===== config.mk =====
export PLATFORM = sky130hd
export DESIGN_NAME = alu_packet_framer_flat
export DESIGN_NICKNAME = d
export VERILOG_FILES = /design/src/rtl/alu_packet_framer_pkg.sv /design/src/rtl/alu_packet_framer_if.sv /design/src/rtl/alu_packet_framer.sv /design/src/flat_wrapper.sv
export SDC_FILE = /design/constraint.sdc
export NUM_CORES = 1
export LEC_CHECK = 0
export ABC_AREA = 1
export CAP_MARGIN = 20
export CELL_PAD_IN_SITES_DETAIL_PLACEMENT = 2
export CELL_PAD_IN_SITES_GLOBAL_PLACEMENT = 2
export CORE_MARGIN = 5
export CORE_UTILIZATION = 31
export DETAILED_ROUTE_END_ITERATION = 8
export PLACE_DENSITY_LB_ADDON = 0.1
export SYNTH_ARGS = -nofsm -noshare
export SYNTH_HDL_FRONTEND = slang
export SYNTH_SLANG_ARGS = --single-unit

===== constraint.sdc =====
create_clock -name clk -period 4.7 [get_ports clk]
set_input_delay 0.94 -clock clk [delete_from_list [all_inputs] [get_ports clk]]
set_output_delay 0.94 -clock clk [all_outputs]
set_load 0.005 [all_outputs]

===== src/rtl/alu_packet_framer_pkg.sv =====
// Shared types and constants for the ALU command packet framer.
// Opcodes, header size, FSM state encoding and the packet-length helper.
package alu_packet_pkg;

    localparam logic [7:0] OP_ECHO  = 8'hEC;
    localparam logic [7:0] OP_ADD32 = 8'hA8;
    localparam logic [7:0] OP_MUL32 = 8'h88;
    localparam logic [7:0] OP_DIV32 = 8'h8A;

    localparam int HEADER_BYTES = 4;

    typedef enum logic [1:0] {
        IDLE    = 2'd0,
        HEADER  = 2'd1,
        PAYLOAD = 2'd2
    } state_e;

    function automatic logic [15:0] pkt_len(input int unsigned count, input int unsigned op_bytes);
        return 16'(HEADER_BYTES + count * op_bytes);
    endfunction

endpackage


===== src/rtl/alu_packet_framer_if.sv =====
// Command and byte-stream bundle for the packet framer; master = framer side.
// Both handshakes transfer on a rising edge where valid && ready; valid never waits on ready.
interface alu_packet_framer_if
    import alu_packet_pkg::*;
#(
    parameter int OPERAND_WIDTH = 32,
    parameter int MAX_OPERANDS  = 4
);
    localparam int CNT_W = $clog2(MAX_OPERANDS + 1);

    logic [7:0]                            cmd_opcode_i;
    logic [CNT_W-1:0]                      cmd_count_i;
    logic [MAX_OPERANDS*OPERAND_WIDTH-1:0] cmd_operands_i;
    logic                                  cmd_valid_i;
    logic                                  cmd_ready_o;
    logic [7:0]                            m_axis_tdata_o;
    logic                                  m_axis_tvalid_o;
    logic                                  m_axis_tready_i;
    logic                                  m_axis_tlast_o;
    logic                                  busy_o;
    logic                                  cmd_error_o;
    state_e                                dbg_state;

    modport master (
        input  cmd_opcode_i, cmd_count_i, cmd_operands_i, cmd_valid_i, m_axis_tready_i,
        output cmd_ready_o, m_axis_tdata_o, m_axis_tvalid_o, m_axis_tlast_o,
        output busy_o, cmd_error_o, dbg_state
    );

    modport slave (
        output cmd_opcode_i, cmd_count_i, cmd_operands_i, cmd_valid_i, m_axis_tready_i,
        input  cmd_ready_o, m_axis_tdata_o, m_axis_tvalid_o, m_axis_tlast_o,
        input  busy_o, cmd_error_o, dbg_state
    );

endinterface


===== src/rtl/alu_packet_framer.sv =====
// Turns one ALU command into the header + little-endian operand byte packet
// streamed to the UART transmitter over an AXI-stream byte master.
module alu_packet_framer
    import alu_packet_pkg::*;
#(
    parameter int OPERAND_WIDTH = 32,
    parameter int MAX_OPERANDS  = 4
) (
    input  logic                clk,
    input  logic                rst,
    alu_packet_framer_if.master bus
);
    localparam int CNT_W    = $clog2(MAX_OPERANDS + 1);
    localparam int OP_BYTES = OPERAND_WIDTH / 8;
    localparam int OPI_W    = (MAX_OPERANDS > 1) ? $clog2(MAX_OPERANDS) : 1;
    localparam int BYI_W    = (OP_BYTES > 1) ? $clog2(OP_BYTES) : 1;
    localparam logic [BYI_W-1:0] BYTE_LAST = BYI_W'(OP_BYTES - 1);

    state_e                   state_q, state_d;
    logic                     init_q, init_d;
    logic                     err_q, err_d;
    logic [1:0]               hdr_idx_q, hdr_idx_d;
    logic [OPI_W-1:0]         op_idx_q, op_idx_d;
    logic [BYI_W-1:0]         byte_idx_q, byte_idx_d;
    logic [7:0]               opcode_q, opcode_d;
    logic [CNT_W-1:0]         count_q, count_d;
    logic [15:0]              len_q, len_d;
    logic [OPERAND_WIDTH-1:0] operands_q [MAX_OPERANDS];
    logic [OPERAND_WIDTH-1:0] operands_d [MAX_OPERANDS];

    logic cmd_ready, accept, illegal, last_byte, last_op, tlast;
    logic [OPERAND_WIDTH-1:0] cur_op;
    logic [7:0] tdata;

    // init_q holds off cmd_ready until the first clock after reset release.
    assign cmd_ready = (state_q == IDLE) && init_q;
    assign accept    = bus.cmd_valid_i && cmd_ready;
    assign illegal   = (bus.cmd_count_i == '0) || (bus.cmd_count_i > CNT_W'(MAX_OPERANDS));
    assign last_byte = (byte_idx_q == BYTE_LAST);
    assign last_op   = (CNT_W'(op_idx_q) == count_q - CNT_W'(1));
    assign tlast     = (state_q == PAYLOAD) && last_byte && last_op;
    assign cur_op    = operands_q[op_idx_q];

    always_comb begin
        state_d    = state_q;
        init_d     = 1'b1;
        err_d      = 1'b0;
        hdr_idx_d  = hdr_idx_q;
        op_idx_d   = op_idx_q;
        byte_idx_d = byte_idx_q;
        opcode_d   = opcode_q;
        count_d    = count_q;
        len_d      = len_q;
        for (int k = 0; k < MAX_OPERANDS; k++) operands_d[k] = operands_q[k];

        case (state_q)
            IDLE: begin
                if (accept) begin
                    if (illegal) begin
                        err_d = 1'b1;
                    end else begin
                        state_d    = HEADER;
                        hdr_idx_d  = 2'd0;
                        op_idx_d   = '0;
                        byte_idx_d = '0;
                        opcode_d   = bus.cmd_opcode_i;
                        count_d    = bus.cmd_count_i;
                        len_d      = pkt_len(32'(bus.cmd_count_i), OP_BYTES);
                        for (int k = 0; k < MAX_OPERANDS; k++)
                            operands_d[k] = bus.cmd_operands_i[k*OPERAND_WIDTH +: OPERAND_WIDTH];
                    end
                end
            end
            HEADER: begin
                if (bus.m_axis_tready_i) begin
                    if (hdr_idx_q == 2'd3) state_d = PAYLOAD;
                    else                   hdr_idx_d = hdr_idx_q + 2'd1;
                end
            end
            PAYLOAD: begin
                if (bus.m_axis_tready_i) begin
                    if (tlast) begin
                        state_d = IDLE;
                    end else if (last_byte) begin
                        byte_idx_d = '0;
                        op_idx_d   = op_idx_q + OPI_W'(1);
                    end else begin
                        byte_idx_d = byte_idx_q + BYI_W'(1);
                    end
                end
            end
            default: state_d = IDLE;
        endcase
    end

    // Output byte is a pure function of registered state, so it holds while stalled.
    always_comb begin
        tdata = 8'h00;
        case (state_q)
            HEADER: begin
                case (hdr_idx_q)
                    2'd0:    tdata = opcode_q;
                    2'd1:    tdata = 8'h00;
                    2'd2:    tdata = len_q[7:0];
                    default: tdata = len_q[15:8];
                endcase
            end
            PAYLOAD: tdata = cur_op[{byte_idx_q, 3'b000} +: 8];
            default: tdata = 8'h00;
        endcase
    end

    always_ff @(posedge clk or negedge rst) begin
        if (!rst) begin
            state_q    <= IDLE;
            init_q     <= 1'b0;
            err_q      <= 1'b0;
            hdr_idx_q  <= '0;
            op_idx_q   <= '0;
            byte_idx_q <= '0;
            opcode_q   <= '0;
            count_q    <= '0;
            len_q      <= '0;
            for (int k = 0; k < MAX_OPERANDS; k++) operands_q[k] <= '0;
        end else begin
            state_q    <= state_d;
            init_q     <= init_d;
            err_q      <= err_d;
            hdr_idx_q  <= hdr_idx_d;
            op_idx_q   <= op_idx_d;
            byte_idx_q <= byte_idx_d;
            opcode_q   <= opcode_d;
            count_q    <= count_d;
            len_q      <= len_d;
            for (int k = 0; k < MAX_OPERANDS; k++) operands_q[k] <= operands_d[k];
        end
    end

    assign bus.cmd_ready_o     = cmd_ready;
    assign bus.m_axis_tdata_o  = tdata;
    assign bus.m_axis_tvalid_o = (state_q != IDLE);
    assign bus.m_axis_tlast_o  = tlast;
    assign bus.busy_o          = (state_q != IDLE);
    assign bus.cmd_error_o     = err_q;
    assign bus.dbg_state       = state_q;

endmodule

===== src/flat_wrapper.sv =====
// flat-port wrapper written by rule: the top's interface ports become plain ports
module alu_packet_framer_flat import alu_packet_pkg::*;
#(
    parameter int OPERAND_WIDTH = 32,
    parameter int MAX_OPERANDS  = 4
)
  (clk, rst, bus_cmd_opcode_i, bus_cmd_count_i, bus_cmd_operands_i, bus_cmd_valid_i, bus_m_axis_tready_i, bus_cmd_ready_o, bus_m_axis_tdata_o, bus_m_axis_tvalid_o, bus_m_axis_tlast_o, bus_busy_o, bus_cmd_error_o, bus_dbg_state);
  alu_packet_framer_if #(.OPERAND_WIDTH(OPERAND_WIDTH), .MAX_OPERANDS(MAX_OPERANDS)) bus_i ();
  input  logic clk;
  input  logic rst;
  input wire logic [$bits(bus_i.cmd_opcode_i)-1:0] bus_cmd_opcode_i;
  input wire logic [$bits(bus_i.cmd_count_i)-1:0] bus_cmd_count_i;
  input wire logic [$bits(bus_i.cmd_operands_i)-1:0] bus_cmd_operands_i;
  input wire logic [$bits(bus_i.cmd_valid_i)-1:0] bus_cmd_valid_i;
  input wire logic [$bits(bus_i.m_axis_tready_i)-1:0] bus_m_axis_tready_i;
  output wire logic [$bits(bus_i.cmd_ready_o)-1:0] bus_cmd_ready_o;
  output wire logic [$bits(bus_i.m_axis_tdata_o)-1:0] bus_m_axis_tdata_o;
  output wire logic [$bits(bus_i.m_axis_tvalid_o)-1:0] bus_m_axis_tvalid_o;
  output wire logic [$bits(bus_i.m_axis_tlast_o)-1:0] bus_m_axis_tlast_o;
  output wire logic [$bits(bus_i.busy_o)-1:0] bus_busy_o;
  output wire logic [$bits(bus_i.cmd_error_o)-1:0] bus_cmd_error_o;
  output wire logic [$bits(bus_i.dbg_state)-1:0] bus_dbg_state;
  assign bus_i.cmd_opcode_i = bus_cmd_opcode_i;
  assign bus_i.cmd_count_i = bus_cmd_count_i;
  assign bus_i.cmd_operands_i = bus_cmd_operands_i;
  assign bus_i.cmd_valid_i = bus_cmd_valid_i;
  assign bus_i.m_axis_tready_i = bus_m_axis_tready_i;
  assign bus_cmd_ready_o = bus_i.cmd_ready_o;
  assign bus_m_axis_tdata_o = bus_i.m_axis_tdata_o;
  assign bus_m_axis_tvalid_o = bus_i.m_axis_tvalid_o;
  assign bus_m_axis_tlast_o = bus_i.m_axis_tlast_o;
  assign bus_busy_o = bus_i.busy_o;
  assign bus_cmd_error_o = bus_i.cmd_error_o;
  assign bus_dbg_state = bus_i.dbg_state;
  alu_packet_framer #(.OPERAND_WIDTH(OPERAND_WIDTH), .MAX_OPERANDS(MAX_OPERANDS)) u_core (.clk(clk), .rst(rst), .bus(bus_i));
endmodule

==> results.md, run 1 <==
- Asr flop ratio synth: 100%
- Synth top area cells: dfrtp_1 50%, nand2_1 18%, inv_1 6.5%
- Top cell type's share of synthesized area: 50.0%
- TNS Setup: 0 ps
- IO Port Bufs: 157
- Drt initial violations: 363
- Clk root buf: clkbuf_16
- WS Path Type: register to output port
- Leak: 4.68 nW
- Mapped Avg Cell Area: 7.59 um2
- Worst-skew pair later-pin latency: 430 ps
- DR DRC count: 0
- Area of all sequential standard cells: 3830 um2
- FF-to-FF path depth: 11
- Area Growth Syn to Fin: 30.6%
- CORE AREA: 24300 um2
- Global-route wire length before repair: 43.4 mm
- Final hold violations: 0
- CP Buf/Inv Count: 2
- Post-synthesis sequential element count: 153
- Primary FF master, synth: dfrtp_1
- Hold Path Stages: 2
- Vias/cell: 4.71
- CP max stage cell: clkinv_1
- Drt total wl: 27.4 mm
- CP endpoint kind: output port
- GRT Total Usage: 19.7%
- Stages on the worst setup path: 8
- GRT overflow: 0
- Nets@finish: 1289
- Total power: 6.18 mW
- CP Data Arrival Time: 2960 ps
- CTS tree: done
- Horiz. Die Dim: 167 um
- Final worst setup slack: 801 ps
- Slew Limit Fails: 0
- Relative slew margins: 34.5%
- Vias in the first global route: 7623
- Post-CTS resize count: 0
- Synth cell count leaders: 360 x nand2_1, 153 x dfrtp_1, 132 x inv_1
- Clock transition at the registers of the reported paths: 70 ps
- Status: completed
- Netlist cell types: 28
- CTS buffer count: 17
- Routed Antenna Nets: 0
- CP cell instances: clkinv_1, nand3_1, nand3_1, nand3_1, nand2_1, nand2_1, a21oi_1, clkdlybuf4s50_1
- Layout fillers: 2805
- Leading cell type by number of instances after synthesis: nand2_1
- Synth Cell Area: 7660 um2
- Maximum clock path buffer count: 2
- Worst Skew: 8.40 ps
- Peak supply drop: 0.243 mV
- Die area: 28000 um2
- # IOs: 158
- Largest net degree at the start of global routing: 85
- H-tree depth: 4
- Worst hold margin: 483 ps
- Post-synth EDFFs: 0
- Critical Path Source Type: register
- Diode count: 0
- Placer Congestion: 0.869
- Initial Utilization: 31.5%
- Via count: 6945
- Cell area after layout: 10000 um2
- Dpl hpwl: 19.7 mm
- Die Ht: 167 um
- Most common cell on crit path: nand3_1
- Worst Tran Pin Value: 983 ps
- Layout cells sized above 1: 4.00%
- Synthesized net count: 1163
- Hold_buf cts: 0
- DP Area: 9370 um2
- Max Clock Freq: 0.256 GHz
- Unrepaired setup endpoints after global routing: no
- Post-CTS setup buffers: 0
- Seq/Total Area, Yosys: 50.0%
- Area occupied by multi-input gates: 2940 um2
- # Max-Cap Violations: 0
- Period utilization: 83.0%
- Top cell family by delay on the critical path: buffers and inverters
- Mapped Cells: 1010
- Clock Sinks: 153
- Synthesis Warnings: 0
- Worst hold path class: register to register
- Antenna violations before repair: 0
- Critical Path RT: 3760 ps
- FP Rows: 57
- Power Density: 618 nW/um2
- Synth area leader: dfrtp_1
- DRT Pass-1 Iters: 5
- WL/cell: 18.6 um
- Min cycle time layout: 3900 ps
- CP max FO: 27
- Crit-path max cell delay: 680 ps
- Endpoints failing setup: 0
- Place WS: 1220 ps
==> stage by stage <==
| step | instances | utilization, % |
|---|---|---|
| after floorplan | 1010 | - |
| after global placement | 1441 | 38.5 |
| after detailed placement | 1441 | 38.5 |
| after CTS | 1473 | 41.2 |
| after global routing | 1473 | 41.2 |
| final | 1473 | 41.2 |
==> layer usage <==
layer	global-route usage, %	up-vias	wire, um
met5	0	-	0
met4	5.29	0	406
met3	3.18	24	1200
met2	32.2	167	12900
met1	27.3	3376	12900
li1	-	3378	-
==> layout by cell type (no fill, tap or decap) <==
| cell type | instances |
|---|---|
| dfrtp_2 | 1 |
| o22ai_1 | 2 |
| inv_1 | 132 |
| nand3_1 | 99 |
| bufinv_16 | 4 |
| buf_4 | 3 |
| clkdlybuf4s50_1 | 156 |
| a22oi_1 | 4 |
| buf_6 | 1 |
| o211ai_1 | 1 |
| o21ai_2 | 1 |
| o21bai_1 | 1 |
| ha_1 | 10 |
| o31ai_2 | 1 |
| nand2_1 | 360 |
| clkinv_4 | 5 |
| clkinvlp_4 | 1 |
| xnor2_1 | 1 |
| o21ai_0 | 73 |
| inv_2 | 2 |
| inv_6 | 2 |
| clkbuf_1 | 2 |
| nand2_4 | 1 |
| buf_12 | 4 |
| clkbuf_8 | 1 |
| clkinv_1 | 3 |
| clkbuf_16 | 17 |
| dfrtp_1 | 152 |
| xnor2_2 | 1 |
| nor2_1 | 41 |
| inv_8 | 1 |
| o21ai_1 | 53 |
| conb_1 | 1 |
| nand4_1 | 1 |
| a21oi_1 | 11 |
==> worst min-delay path, cell delays in order, from the launching register on <==
cell and delay (ps):
dfrtp_1 350, nand2_1 60, nand2_1 50
==> flip-flops by register name, summed over array words and instances, names as in the netlist <==
register                cells
u_core.operands_q         128
u_core.opcode_q             8
u_core.len_q                4
u_core.count_q              3
u_core.bus.dbg_state        2
u_core.byte_idx_q           2
u_core.hdr_idx_q            2
u_core.op_idx_q             2
u_core.bus.cmd_error_o      1
u_core.init_q               1
==> cells by family (layout without fill, tap and decap cells) <==
| group | after synthesis | in the layout | synth area share (%) |
|---|---|---|---|
| xor gates and xnor gates | 2 | 2 | 0.327 |
| buffers and inverters | 195 | 334 | 11.7 |
| other | 1 | 1 | 0.0489 |
| AOI/OAI and AO/OA | 147 | 147 | 9.98 |
| and+or+nand+nor | 502 | 502 | 26.3 |
| DFF | 153 | 153 | 50.0 |
| adders and majority gates | 10 | 10 | 1.63 |
==> final timing paths <==
path | startpoint | to | slack (ps)
max | u_core.op_idx_q[1] | bus_m_axis_tdata_o[7] | 800
min | u_core.operands_q[57] | u_core.operands_q[57] | 480
max reg2reg | u_core.bus.dbg_state[0] | u_core.operands_q[16] | 2190
min reg2reg | u_core.operands_q[57] | u_core.operands_q[57] | 480
max in group asynchronous | rst | u_core.operands_q[79] | 3210
min in group asynchronous | rst | u_core.operands_q[24] | 570
==> report_power, final <==
group	internal, mW	leakage (nW)	switching [mW]	total (mW)
combinational	0.856	2.49	1.61	2.46
clock	0.913	0.307	0.603	1.52
sequential	1.94	1.88	0.265	2.21
total	3.71	4.68	2.47	6.18
==> cell type report <==
type	instances	share of cell area, %
flip-flops and latches	153	38.3
multi-input cells	662	29.3
repair buffers	164	16.7
inverters	138	5.23
clock buffers	20	4.46
well taps	324	4.05
clock inverters	12	1.91
Note: power is estimated with default switching activity, not from simulation.
==> run 2, diff against run 1 <==
--- a/config.mk
+++ b/config.mk
@@ -10,7 +10,7 @@
 export CELL_PAD_IN_SITES_DETAIL_PLACEMENT = 2
 export CELL_PAD_IN_SITES_GLOBAL_PLACEMENT = 2
 export CORE_MARGIN = 5
-export CORE_UTILIZATION = 31
+export CORE_UTILIZATION = 26
 export DETAILED_ROUTE_END_ITERATION = 8
 export PLACE_DENSITY_LB_ADDON = 0.1
 export SYNTH_ARGS = -nofsm -noshare
==> constraint.sdc (replaced) <==
create_clock -name clk -period 3.3 [get_ports clk]
set_input_delay 0.66 -clock clk [delete_from_list [all_inputs] [get_ports clk]]
set_output_delay 0.66 -clock clk [all_outputs]
set_load 0.005 [all_outputs]
==> results.md, run 2 (synthesized netlist as in run 1, its figures left out) <==
- Antenna violations before repair: 1 (+1)
- Max FFs per register: 128 (unchanged)
- Worst Tran Pin Value: 609 ps (-374 ps)
- GRT overflow: 0 (unchanged)
- TNS Setup: 0 ps (unchanged)
- GRT Total Usage: 17.4% (-2.3 points)
- DR DRC count: 0 (unchanged)
- CTS tree: done
- Power Density: 864 nW/um2 (+40%)
- Period utilization: 98.6%
- CTS buffer count: 17 (unchanged)
- Unrepaired setup endpoints after global routing: yes
- Slew Limit Fails: 0 (unchanged)
- Die area: 33000 um2 (+18%)
- Worst setup startpoint: u_core.op_idx_q[0]
- Biggest register: u_core.operands_q
- Leak: 4.78 nW (+2.1%)
- Via count: 7007 (+0.89%)
- Worst Skew: 8.22 ps (-0.176 ps)
- H-tree depth: 4 (unchanged)
- Biggest regs: u_core.operands_q (128), u_core.opcode_q (8), u_core.len_q (4)
- Drt initial violations: 349 (-3.9%)
- Largest net degree at the start of global routing: 78 (-8.2%)
- Reg2Reg Setup Slack: 1250 ps (-940 ps)
- FF-to-FF path depth: 11 (unchanged)
- Status: completed
- Critical R2R Capture: u_core.operands_q[93]
- Global-route wire length before repair: 44.8 mm (+3.3%)
- CP Buf/Inv Count: 3 (+1)
- CORE AREA: 28900 um2 (+19%)
- Initial Utilization: 26.5% (-5.0 points)
- WS Path Type: register to output port
- Final hold violations: 0 (unchanged)
- IO Port Bufs: 157 (unchanged)
- Clk root buf: clkbuf_16
- Maximum clock path buffer count: 2 (unchanged)
- Clock Sinks: 153 (unchanged)
- Area Growth Syn to Fin: 33.7%
- # IOs: 158 (unchanged)
- Worst hold path class: input port to async pin
- Stages on the worst setup path: 10 (+2)
- Vias/cell: 4.52 (-4.1%)
- Placer Congestion: 0.803 (-7.6%)
- Diode count: 0 (unchanged)
- DP Area: 9570 um2 (+2.1%)
- Die Ht: 182 um (+8.6%)
- Peak supply drop: 0.426 mV (+75%)
- Worst R2R Start: u_core.bus.dbg_state[0]
- Drt total wl: 28.6 mm (+4.6%)
- CP max FO: 19 (-30%)
- Dpl hpwl: 21.7 mm (+9.9%)
- Most frequent cells in the layout: 360 x nand2_1, 155 x clkdlybuf4s50_1, 152 x dfrtp_1
- Min cycle time layout: 3250 ps
- Cell area after layout: 10200 um2 (+2.3%)
- Layout cells sized above 1: 6.00% (+2.0 points)
- Horiz. Die Dim: 182 um (+8.6%)
- DRT Pass-1 Iters: 4 (-1)
- Critical Path End: bus_m_axis_tdata_o[0]
- WL/cell: 18.5 um (-0.56%)
- Routed Antenna Nets: 0 (unchanged)
- Max Clock Freq: 0.307 GHz
- Relative slew margins: 59.3% (+25 points)
- Vias in the first global route: 7570 (-0.70%)
- Nets@finish: 1306 (+1.3%)
- Crit-path max cell delay: 550 ps (-130 ps)
- CP Data Arrival Time: 2590 ps (-370 ps)
- CP cell instances: buf_4, buf_4, nand2_1, nand3_1, nand3_1, nand3_1, nand2_1, nand2_1, a21oi_1, clkdlybuf4s50_1
- Commonest non-fill, non-tap cell in the layout: nand2_1
- Top cell family by delay on the critical path: buffers and inverters
- # Max-Cap Violations: 0 (unchanged)
- Clock transition at the registers of the reported paths: 70 ps (about the same)
- CP max stage cell: clkdlybuf4s50_1
- Endpoints failing setup: 0 (unchanged)
- Critical Path RT: 2640 ps (-1120 ps)
- Critical Path Source Type: register
- Hold_buf cts: 0 (unchanged)
- FP Rows: 62 (+8.8%)
- CP endpoint kind: output port
- Worst-skew pair later-pin latency: 430 ps (about the same)
## run 2: changes by cell type in the layout (fill, tap and decap cells not counted), sizes merged
cell	delta
buf	+16
inv	+4
dlymetal6s2s	+1
bufinv	-3
clkinv	-1
clkinvlp	+1
clkdlybuf4s50	-1
## run 2: through the flow
stage	total power [mW]	setup slack [ps]	utilization, %	hold slack (ps)	instances
finish	8.85	47.0	35.4	154	1550
global route	9.58	-54.4	35.4	179	1550
CTS	8.91	15.6	35.1	168	1546
detailed placement	6.86	386	33.1	471	1512
global placement	6.77	394	33.1	465	1512
floorplan	5.31	1380	-	364	1010
## run 2: metal layers
layer / wire, um / up-vias / GRT usage (%)
met3: 806 / 15 / 2.92
met2: 13600 / 126 / 28.3
met5: 0 / - / 0
met4: 274 / 0 / 3.39
met1: 14000 / 3457 / 24.7
li1: - / 3409 / -
## run 2: repair_timing
item | CTS | global route
resized for setup | 0 | 8
gates cloned | 0 | 1
setup endpoints to repair | 5 | 9
setup buffers | 2 | 3
## run 2: worst min path at each step
stage / from / end / slack, ps / cells after the start
final: rst / u_core.operands_q[36] / 150 / 1
after global routing: rst / u_core.operands_q[36] / 180 / 1
after CTS: rst / u_core.operands_q[36] / 170 / 1
after detailed placement: u_core.operands_q[100] / u_core.operands_q[100] / 470 / 2
after global placement: u_core.operands_q[57] / u_core.operands_q[57] / 460 / 2
after floorplan: rst / u_core.bus.cmd_error_o / 360 / 0
## run 2: area by class of cell
type,count,area [um2]
inverter,138,527
tap,384,480
clock inverter,13,133
sequential,153,3830
fill,3312,18700
timing repair buffer,181,1870
clock buffer,19,453
multi-input combinational,662,2950
## run 2: where the power goes
| part | switching, mW | internal [mW] | total (mW) |
|---|---|---|---|
| Combinational | 2.41 | 1.35 | 3.76 |
| Sequential | 0.352 | 2.76 | 3.11 |
| Clock | 0.873 | 1.10 | 1.97 |
| Total | 3.64 | 5.21 | 8.85 |
## run 2: worst register-to-register path, stage by stage (launching register included)
cell      delay [ps]
dfrtp_1          420
inv_1            100
ha_1             220
nand2_1           80
inv_2             60
nand2_1           60
clkinv_1          70
nand2_4           70
inv_6            210
buf_12           340
nand2_1          220
o21ai_0          120
==> run 3, diff against run 2 <==
--- a/config.mk
+++ b/config.mk
@@ -13,6 +13,7 @@
 export CORE_UTILIZATION = 26
 export DETAILED_ROUTE_END_ITERATION = 8
 export PLACE_DENSITY_LB_ADDON = 0.1
+export SKIP_CTS_REPAIR_TIMING = 1
 export SYNTH_ARGS = -nofsm -noshare
 export SYNTH_HDL_FRONTEND = slang
 export SYNTH_SLANG_ARGS = --single-unit
==> results.md, run 3 (synthesized netlist as in run 1, its figures left out) <==
- Total power: 8.87 mW (+0.30%)
- Vias in the first global route: 7553 (-0.22%)
- Diode count: 0 (unchanged)
- TNS Setup: 0 ps (unchanged)
- Critical Path Source Type: register
- IO Port Bufs: 157 (unchanged)
- Vias/cell: 4.50 (-0.44%)
- Period utilization: 97.3% (-1.2 points)
- Critical Path RT: 2640 ps (about the same)
- DP Area: 9570 um2 (unchanged)
- Unrepaired setup endpoints after global routing: yes
- Via count: 6976 (-0.44%)
- Relative slew margins: 60.5% (+1.2 points)
- Maximum clock path buffer count: 2 (unchanged)
- Cell area after layout: 10300 um2 (+0.43%)
- Non-Filler Instances: 1550 (unchanged)
- WL/cell: 18.4 um (-0.10%)
- FF-to-FF path depth: 11 (unchanged)
- Final hold violations: 0 (unchanged)
- Post-Place Cells: 1512 (unchanged)
- CP max stage cell: clkdlybuf4s50_1
- Critical R2R Capture: u_core.operands_q[93]
- Horiz. Die Dim: 182 um (unchanged)
- Drt total wl: 28.6 mm (-0.10%)
- Met1 wire length: 13.8 mm (-1.5%)
- Placer Congestion: 0.803 (unchanged)
- Peak supply drop: 0.427 mV (+0.33%)
- Worst R2R Start: u_core.bus.dbg_state[0]
- Final worst setup slack: 87.6 ps (+40.6 ps)
- H-tree depth: 4 (unchanged)
- DRT Pass-1 Iters: 4 (unchanged)
- Status: completed
- # IOs: 158 (unchanged)
- Drt initial violations: 355 (+1.7%)
- GRT overflow: 0 (unchanged)
- Most frequent cells in the layout: 360 x nand2_1, 152 x clkdlybuf4s50_1, 152 x dfrtp_1
- Initial Utilization: 26.5% (unchanged)
- Nets@finish: 1306 (unchanged)
- Clock Sinks: 153 (unchanged)
- Top Layer Used: met4
- Largest net degree at the start of global routing: 78 (unchanged)
- Worst-skew pair later-pin latency: 430 ps (about the same)
- Reg2Reg Setup Slack: 1250 ps (about the same)
- Clk root buf: clkbuf_16
- Max FFs per register: 128 (unchanged)
- Layout cells sized above 1: 6.69% (+0.69 points)
- CTS tree: done
- CP cell instances: buf_4, buf_4, nand2_1, nand3_1, nand3_1, nand3_1, nand2_1, nand2_1, a21oi_2, clkdlybuf4s50_1
- Area of all sequential standard cells: 3830 um2 (unchanged)
- CP Data Arrival Time: 2550 ps (-40 ps)
- Worst Skew: 8.52 ps (+0.297 ps)
- Min cycle time layout: 3210 ps (-40.6 ps)
- CP endpoint kind: output port
- CORE AREA: 28900 um2 (unchanged)
- Worst hold path class: input port to async pin
- Crit-path max cell delay: 530 ps (-20 ps)
- WS Path Type: register to output port
- Clock transition at the registers of the reported paths: 70 ps (about the same)
- Area Growth Syn to Fin: 34.3%
- Routed Antenna Nets: 0 (unchanged)
- Worst Tran Pin Value: 592 ps (-17.4 ps)
- Biggest regs: u_core.operands_q (128), u_core.opcode_q (8), u_core.len_q (4)
- CP max FO: 19 (unchanged)
- Power Density: 863 nW/um2 (-0.12%)
- Die Ht: 182 um (unchanged)
- Place WS: 386 ps (unchanged)
- Dpl hpwl: 21.7 mm (unchanged)
- DR DRC count: 0 (unchanged)
- Biggest register: u_core.operands_q
- Worst setup startpoint: u_core.op_idx_q[0]
- Endpoints failing setup: 0 (unchanged)
- Met3 WL post-DR: 1.02 mm (+26%)
- Global-route wire length before repair: 44.7 mm (-0.13%)
- Leak: 4.83 nW (+1.2%)
- Slew Limit Fails: 0 (unchanged)
- FP Rows: 62 (unchanged)
- CTS buffer count: 17 (unchanged)
- Max Clock Freq: 0.311 GHz (+1.3%)
- Layout fillers: 3306 (-0.18%)
- Die area: 33000 um2 (unchanged)
- # Max-Cap Violations: 0 (unchanged)
- Area occupied by multi-input gates: 2980 um2 (+1.1%)
- Commonest non-fill, non-tap cell in the layout: nand2_1
- WL met2: 13.6 mm (-0.13%)
- Antenna violations before repair: 1 (unchanged)
- GRT Total Usage: 17.4% (about the same)
-- run 3: changes by cell type in the layout (fill, tap and decap cells not counted), sizes merged --
cell           previous run  this run
clkdlybuf4s50           155       152
dlymetal6s2s              1         4
-- run 3: cell type report --
class                   count  area share [%]
flip-flops and latches    153            37.2
clock buffers              19            4.40
well taps                 384            4.67
repair buffers            181            18.3
multi-input cells         662            29.0
clock inverters            13            1.29
inverters                 138            5.12
-- run 3: metal layers --
metal	global-route usage, %	vias to the layer above
met4	3.39	0
met2	28.2	133
met5	0	-
met1	24.7	3421
met3	2.92	13
li1	-	3409
-- run 3: worst max-delay path: cells and delay by family (launching register included) --
kind	cells	cell delay, ps
AOI/OAI and AO/OA	1	170
buffers and inverters	3	880
DFF	1	480
and+or+nand+nor	6	600
-- run 3: worst max path at each step --
stage                            end  cells after the start  slack [ps]
6_report       bus_m_axis_tdata_o[5]                     10          90
4_1_cts        bus_m_axis_tdata_o[5]                     10        -100
3_5_place_dp   bus_m_axis_tdata_o[5]                     10         390
5_1_grt        bus_m_axis_tdata_o[2]                     10         -40
2_1_floorplan  bus_m_axis_tdata_o[4]                      8        1380
3_3_place_gp   bus_m_axis_tdata_o[5]                     10         390
-- run 3: metrics by stage --
step                      hold WS, ps  utilization (%)
final                             152             35.5
after global routing              179             35.5
after CTS                         168             35.1
after detailed placement          471             33.1
after global placement            465             33.1
after floorplan                   364                -
-- run 3: power breakdown --
part           switching [mW]  leakage, nW  internal (mW)
Sequential              0.355         1.88           2.76
Clock                   0.871        0.287           1.10
Combinational            2.43         2.67           1.35
